$ cat src/rtl/pipeline_pkg.sv
// Shared pipeline definitions: stage occupancy states, the NOP bubble
// instruction and packed payload layouts for the stage boundaries.
package pipeline_pkg;

  // Occupancy of a pipeline stage register (number of entries held).
  typedef enum logic [1:0] {
    EMPTY = 2'd0,
    BUSY  = 2'd1,
    FULL  = 2'd2
  } stage_state_e;

  // ADDI x0,x0,0 -- the bubble presented downstream while a stage is empty.
  localparam logic [31:0] NOP_INSN = 32'h0000_0013;

  // Packed payloads carried across each boundary by one stage register.
  typedef struct packed {
    logic [31:0] pc;
    logic [31:0] insn;
  } if_id_t;

  typedef struct packed {
    logic [31:0] pc;
    logic [31:0] rs1_val;
    logic [31:0] rs2_val;
    logic [31:0] imm;
    logic [4:0]  rd;
  } id_ex_t;

  typedef struct packed {
    logic [31:0] alu_res;
    logic [31:0] store_val;
    logic [4:0]  rd;
  } ex_mem_t;

  typedef struct packed {
    logic [31:0] wb_val;
    logic [4:0]  rd;
  } mem_wb_t;

  // Number of live entries held in a given occupancy state.
  function automatic logic [1:0] entries_held(stage_state_e s);
    logic [1:0] n;
    case (s)
      BUSY:    n = 2'd1;
      FULL:    n = 2'd2;
      default: n = 2'd0;
    endcase
    return n;
  endfunction

endpackage

$ cat src/rtl/sat_counter.sv
// Saturating event counter: adds inc (0..3) when en is high and sticks at
// the all-ones value instead of wrapping.
module sat_counter #(
  parameter int CNT_W = 16
) (
  input  logic             clk,
  input  logic             rst,
  input  logic             en,
  input  logic [1:0]       inc,
  output logic [CNT_W-1:0] count
);

  localparam logic [CNT_W-1:0] CNT_MAX = '1;

  logic [CNT_W-1:0] count_reg;
  logic [CNT_W:0]   sum_next;

  // One extra bit catches the carry that signals saturation.
  always_comb begin
    sum_next = {1'b0, count_reg} + (CNT_W + 1)'(inc);
  end

  // Counter register: clamp at CNT_MAX whenever the sum overflows CNT_W bits.
  always_ff @(posedge clk or posedge rst) begin
    if (rst) begin
      count_reg <= '0;
    end else if (en) begin
      count_reg <= sum_next[CNT_W] ? CNT_MAX : sum_next[CNT_W-1:0];
    end
  end

  assign count = count_reg;

endmodule

$ cat src/rtl/pipeline_stage_reg.sv
// Two-entry (main + skid) pipeline stage register with valid/ready
// handshakes, flush support and stall/drop statistics. in_ready is a
// registered function of occupancy, so there is no combinational path
// from out_ready back upstream.
module pipeline_stage_reg
  import pipeline_pkg::*;
#(
  parameter int                DATA_W    = 32,
  parameter logic [DATA_W-1:0] FLUSH_VAL = DATA_W'(NOP_INSN),
  parameter int                CNT_W     = 16
) (
  input  logic              clk,
  input  logic              rst,
  input  logic              in_valid,
  output logic              in_ready,
  input  logic [DATA_W-1:0] in_data,
  output logic              out_valid,
  input  logic              out_ready,
  output logic [DATA_W-1:0] out_data,
  input  logic              flush,
  output logic [CNT_W-1:0]  stall_cnt,
  output logic [CNT_W-1:0]  drop_cnt
);

  stage_state_e      state_reg, state_next;
  logic              in_ready_reg;
  logic [DATA_W-1:0] main_reg;
  logic [DATA_W-1:0] skid_reg;

  logic accept;
  logic consume;
  logic load_main_in;    // main <- in_data
  logic load_main_skid;  // main <- skid (skid drains into head)
  logic load_skid;       // skid <- in_data

  logic       stall_en;
  logic [1:0] drop_inc;

  assign out_valid = (state_reg != EMPTY);
  assign in_ready  = in_ready_reg;
  assign accept    = in_valid & in_ready_reg;
  assign consume   = out_valid & out_ready;

  // Next-state and register-load decode; flush overrides any handshake.
  always_comb begin
    state_next     = state_reg;
    load_main_in   = 1'b0;
    load_main_skid = 1'b0;
    load_skid      = 1'b0;
    if (flush) begin
      state_next = EMPTY;
    end else begin
      case (state_reg)
        EMPTY: begin
          if (accept) begin
            state_next   = BUSY;
            load_main_in = 1'b1;
          end
        end
        BUSY: begin
          case ({accept, consume})
            2'b11: load_main_in = 1'b1;
            2'b10: begin
              state_next = FULL;
              load_skid  = 1'b1;
            end
            2'b01: state_next = EMPTY;
            default: state_next = BUSY;
          endcase
        end
        FULL: begin
          // in_ready is low here, so only a consume can move the state.
          if (consume) begin
            state_next     = BUSY;
            load_main_skid = 1'b1;
          end
        end
        default: state_next = EMPTY;
      endcase
    end
  end

  // State register plus the registered copy of in_ready for the next cycle.
  always_ff @(posedge clk or posedge rst) begin
    if (rst) begin
      state_reg    <= EMPTY;
      in_ready_reg <= 1'b1;
    end else begin
      state_reg    <= state_next;
      in_ready_reg <= (state_next != FULL);
    end
  end

  // Payload registers; each only changes when explicitly loaded.
  always_ff @(posedge clk or posedge rst) begin
    if (rst) begin
      main_reg <= FLUSH_VAL;
      skid_reg <= FLUSH_VAL;
    end else begin
      if (load_main_in) begin
        main_reg <= in_data;
      end else if (load_main_skid) begin
        main_reg <= skid_reg;
      end
      if (load_skid) begin
        skid_reg <= in_data;
      end
    end
  end

  // Present the NOP bubble whenever nothing live is held.
  always_comb begin
    out_data = (state_reg == EMPTY) ? FLUSH_VAL : main_reg;
  end

  // Statistics qualifiers: a flush cycle is never counted as a stall, and a
  // flush drops exactly the entries held before the edge.
  always_comb begin
    stall_en = out_valid & ~out_ready & ~flush;
    drop_inc = entries_held(state_reg);
  end

  sat_counter #(
    .CNT_W (CNT_W)
  ) u_stall_cnt (
    .clk   (clk),
    .rst   (rst),
    .en    (stall_en),
    .inc   (2'd1),
    .count (stall_cnt)
  );

  sat_counter #(
    .CNT_W (CNT_W)
  ) u_drop_cnt (
    .clk   (clk),
    .rst   (rst),
    .en    (flush),
    .inc   (drop_inc),
    .count (drop_cnt)
  );

endmodule

$ cat config.mk
export PLATFORM = sky130hd
export DESIGN_NAME = pipeline_stage_reg
export DESIGN_NICKNAME = d
export VERILOG_FILES = /design/src/rtl/pipeline_pkg.sv /design/src/rtl/sat_counter.sv /design/src/rtl/pipeline_stage_reg.sv
export SDC_FILE = /design/constraint.sdc
export NUM_CORES = 1
export LEC_CHECK = 0
export CAP_MARGIN = 20
export CELL_PAD_IN_SITES_DETAIL_PLACEMENT = 0
export CELL_PAD_IN_SITES_GLOBAL_PLACEMENT = 1
export CORE_AREA = 2 2 84 147
export CTS_CLUSTER_SIZE = 25
export DETAILED_ROUTE_END_ITERATION = 7
export DIE_AREA = 0 0 86 149
export PLACE_DENSITY_LB_ADDON = 0.2
export RECOVER_POWER = 25
export SETUP_SLACK_MARGIN = 0.2
export SYNTH_ARGS = -nofsm -noshare
export SYNTH_HDL_FRONTEND = slang
export SYNTH_HIERARCHICAL = 1
export SYNTH_SLANG_ARGS = --single-unit
$ cat constraint.sdc
create_clock -name clk -period 4.4 [get_ports clk]
set_input_delay 0.66 -clock clk [delete_from_list [all_inputs] [get_ports clk]]
set_output_delay 0.66 -clock clk [all_outputs]
set_load 0.03 [all_outputs]
==> flow_results.xml <==
<?xml version="1.0" encoding="UTF-8"?>
<metrics>
  <group name="status">
    <metric name="outcome" unit="">finished clean</metric>
  </group>
  <group name="grt">
    <metric name="gr-total-overflow" unit="">0</metric>
    <metric name="grt_pass1_wl" unit="µm">18000</metric>
    <metric name="grt_start_max_net_pins" unit="">49</metric>
    <metric name="initial_antenna_violation_count" unit="">0</metric>
    <metric name="via_count_of_the_first_global_routing_pass" unit="">3615</metric>
    <metric name="grt_usage" unit="">0.178</metric>
  </group>
  <group name="yosys">
    <metric name="synth_area" unit="µm²">4920</metric>
    <metric name="yosys.area.top_type_share" unit="">0.467</metric>
    <metric name="yosysMostFrequentCell" unit="">sky130_fd_sc_hd__dfrtp_1</metric>
    <metric name="top_cell_types_by_occurrence_after_synthesis" unit="">sky130_fd_sc_hd__dfrtp_1, sky130_fd_sc_hd__nor2_1, sky130_fd_sc_hd__a21oi_1</metric>
    <metric name="synth-edff-count" unit="">0</metric>
    <metric name="avgSynthCellArea" unit="µm²">11.0</metric>
    <metric name="synth.distinct_cells" unit="">45</metric>
    <metric name="post_synth_inst_count" unit="">449</metric>
    <metric name="ys_seq_elements" unit="">99</metric>
    <metric name="ys.warnings.count" unit="">6</metric>
    <metric name="synth-async-reset-ratio" unit="">1.00</metric>
    <metric name="synth_top_flop_cell" unit="">sky130_fd_sc_hd__dfrtp_1</metric>
    <metric name="synth_largest_area_cell" unit="">sky130_fd_sc_hd__dfrtp_1</metric>
    <metric name="yosysSeqAreaShare" unit="">0.505</metric>
    <metric name="ys_top_cells_by_area" unit="">sky130_fd_sc_hd__dfrtp_1, sky130_fd_sc_hd__mux2i_1, sky130_fd_sc_hd__mux2_2</metric>
  </group>
  <group name="min_path">
    <metric name="hp-class" unit="">reg2reg</metric>
  </group>
  <group name="die">
    <metric name="core.rowCount" unit="">53</metric>
    <metric name="floorplan.initialDensity" unit="">0.420</metric>
    <metric name="die_area" unit="µm²">12800</metric>
    <metric name="design.portCount" unit="">103</metric>
    <metric name="floorplan.die.width" unit="µm">86</metric>
    <metric name="floorplan.die.height" unit="µm">149</metric>
    <metric name="core-area" unit="µm²">11700</metric>
  </group>
  <group name="cts">
    <metric name="post_cts_setup_inserts" unit="">0</metric>
    <metric name="cts.hold.buffers_added" unit="">0</metric>
    <metric name="cts_max_path_buffers" unit="">2</metric>
    <metric name="cts.reportedPaths.clkPinSlew" unit="ns">0.06</metric>
    <metric name="cts_buffers" unit="">9</metric>
    <metric name="cts_tree" unit="">built</metric>
    <metric name="htree_levels" unit="">3</metric>
    <metric name="clock_tree.root_cell" unit="">sky130_fd_sc_hd__clkbuf_16</metric>
    <metric name="clkSinkCount" unit="">99</metric>
    <metric name="clock_latency" unit="ns">0.35</metric>
    <metric name="post_cts_gate_resize_count" unit="">0</metric>
  </group>
  <group name="sta">
    <metric name="timing.final.crit_period" unit="ns">2.92</metric>
    <metric name="min_period_over_period" unit="">0.664</metric>
    <metric name="timing.final.hold_violations" unit="">0</metric>
    <metric name="worst_pin_slew" unit="ns">1.02</metric>
    <metric name="worst_slew_margin_rel" unit="">0.319</metric>
    <metric name="fin_setup_tns" unit="ns">0</metric>
    <metric name="report.final.slew_viol_count" unit="">0</metric>
    <metric name="rsz_0062_raised_after_global_routing" unit="">no</metric>
    <metric name="setup_violators_final" unit="">0</metric>
    <metric name="max_frequency" unit="MHz">342</metric>
    <metric name="clock-skew-final" unit="ns">0.00923</metric>
  </group>
  <group name="flow_run">
    <metric name="maxCapViolations" unit="">0</metric>
  </group>
  <group name="worst_setup_path">
    <metric name="crit-reg2reg-capture" unit="">u_drop_cnt/count[2]</metric>
    <metric name="crit_path_top_delay_cell" unit="">sky130_fd_sc_hd__clkdlybuf4s50_1</metric>
    <metric name="cp_top_family" unit="">simple AND/OR/NAND/NOR gates</metric>
    <metric name="worst-r2r-setup-slack" unit="ns">1.81</metric>
    <metric name="critical_path_required" unit="ns">3.74</metric>
    <metric name="worstSetupPathDepth" unit="">3</metric>
    <metric name="reg2reg_from" unit="">state_reg[1]</metric>
    <metric name="destination_of_the_critical_timing_path" unit="">out_data[9]</metric>
    <metric name="critical_path.max_stage_delay" unit="ns">0.68</metric>
    <metric name="critical_path_data_arrival_time" unit="ns">2.26</metric>
    <metric name="reg2regPathDepth" unit="">8</metric>
    <metric name="path_max_fanout" unit="">35</metric>
    <metric name="critPathCaptureType" unit="">primary output</metric>
    <metric name="critical_path_buf_inv_count" unit="">1</metric>
    <metric name="critical_path.startpoint" unit="">state_reg[1]</metric>
    <metric name="cells_traversed_along_the_worst_timing_path" unit="">or2_2 &gt; and2_1 &gt; clkdlybuf4s50_1</metric>
    <metric name="criticalPathCategory" unit="">reg2out</metric>
    <metric name="crit_path_start_kind" unit="">flop</metric>
  </group>
  <group name="power_and_ir_drop">
    <metric name="power_leakage" unit="nW">2.90</metric>
    <metric name="powerDensity" unit="nW/µm²">486</metric>
    <metric name="total_power" unit="mW">3.08</metric>
    <metric name="power.ir.vdd_worst" unit="µV">294</metric>
  </group>
  <group name="detailed_routing">
    <metric name="drt-total-wl" unit="µm">10700</metric>
    <metric name="final_antenna_net_count" unit="">0</metric>
    <metric name="route.detailed.wl_per_inst" unit="µm">15.5</metric>
    <metric name="avgViaCountPerCell" unit="">5.21</metric>
    <metric name="drt-pass1-iter-count" unit="">4</metric>
    <metric name="detail_route.drc_violations" unit="">0</metric>
    <metric name="vias" unit="">3574</metric>
    <metric name="drt_first_iter_violations" unit="">149</metric>
  </group>
  <group name="layout">
    <metric name="fillerInstances" unit="">1062</metric>
    <metric name="design.final.nets" unit="">588</metric>
    <metric name="areaGrowthSynthToFinish" unit="%">28.8</metric>
    <metric name="antennaDiodeCount" unit="">0</metric>
    <metric name="drive_above_1_share" unit="">0.124</metric>
    <metric name="footprint_of_the_multi_input_gates" unit="µm²">2240</metric>
    <metric name="final_area" unit="µm²">6340</metric>
    <metric name="seq_area" unit="µm²">2490</metric>
  </group>
  <group name="place">
    <metric name="finalWeightedCongestion" unit="">0.733</metric>
    <metric name="io_buffer_count" unit="">102</metric>
    <metric name="detailed_place.area" unit="µm²">6010</metric>
    <metric name="hpwl" unit="µm">7440</metric>
  </group>
</metrics>
[final cells by class]
cell class              instances  area share
clock inverters                 7      0.0144
repair buffers                105       0.168
multi-input cells             314       0.354
flip-flops and latches         99       0.392
clock buffers                   9      0.0355
inverters                      15     0.00888
well taps                     137      0.0270
[worst register-to-register path: stages, from the launching register on]
cell and delay, ns:
sky130_fd_sc_hd__dfrtp_1 0.45, sky130_fd_sc_hd__nor2b_1 0.22, sky130_fd_sc_hd__ha_1 0.21, sky130_fd_sc_hd__inv_1 0.06, sky130_fd_sc_hd__fa_1 0.40, sky130_fd_sc_hd__and3b_1 0.35
sky130_fd_sc_hd__and3_1 0.22, sky130_fd_sc_hd__nand3b_1 0.39, sky130_fd_sc_hd__o21ai_0 0.21
[cells by family (layout without fill, tap and decap cells)]
group / count (synthesis) / after routing / synth area share
compound gates: 51 / 51 / 0.0554
xor+xnor: 18 / 18 / 0.0320
fa+ha+maj: 7 / 7 / 0.0208
buf+inv: 37 / 136 / 0.0427
flops: 99 / 99 / 0.505
mux: 70 / 70 / 0.151
other cells: 2 / 3 / 0.00152
simple gates: 165 / 165 / 0.192
[layout by cell type (no fill, tap or decap), drive strengths merged, types with 2 or more instances in the layout]
cell,n
nand2,35
nand3b,3
bufinv,2
buf,3
nand2b,6
mux2,34
nor2,39
dfstp,7
and3,4
nor4,6
mux2i,36
clkdlybuf4s50,101
or2,2
o21ai,7
xor2,8
nor2b,4
a31oi,4
clkbuf,9
ha,5
and2,32
nand3,5
xnor2,10
dfrtp,92
inv,16
fa,2
and4,4
conb,3
and3b,3
nor3,4
a21oi,38
nand4,12
clkinv,3
nand4b,3
[metrics by stage]
step | setup WS (ns) | std cells | hold slack (ns) | utilization
5_1_grt | 1.28 | 686 | 0.520 | 0.540
2_1_floorplan | 2.04 | 450 | 0.458 | -
6_report | 1.48 | 686 | 0.497 | 0.540
4_1_cts | 1.42 | 685 | 0.498 | 0.539
3_5_place_dp | 1.17 | 669 | 0.484 | 0.512
3_3_place_gp | 1.20 | 669 | 0.467 | 0.512
[worst min path at each step]
stage                             from            to  slack [ns]  depth (start not counted)
after floorplan           skid_reg[25]  skid_reg[25]        0.46                          1
after global placement    skid_reg[25]  skid_reg[25]        0.47                          1
after detailed placement  skid_reg[25]  skid_reg[25]        0.48                          1
after CTS                 skid_reg[25]  skid_reg[25]        0.50                          1
after global routing      skid_reg[25]  skid_reg[25]        0.52                          1
final                     skid_reg[25]  skid_reg[25]        0.50                          1
[power by group]
| group | total (mW) | internal, mW | switching [mW] |
|---|---|---|---|
| Combinational | 0.912 | 0.435 | 0.476 |
| Clock | 0.845 | 0.497 | 0.348 |
| Sequential | 1.33 | 1.16 | 0.169 |
[routing by layer]
layer | vias up | GRT usage | wire length [µm]
met2 | 70 | 0.310 | 5610
met5 | - | 0 | 0
li1 | 1731 | - | -
met3 | 11 | 0.0410 | 460
met1 | 1762 | 0.218 | 4440
met4 | 0 | 0.0524 | 148
Power figures use the tool's default switching activity.
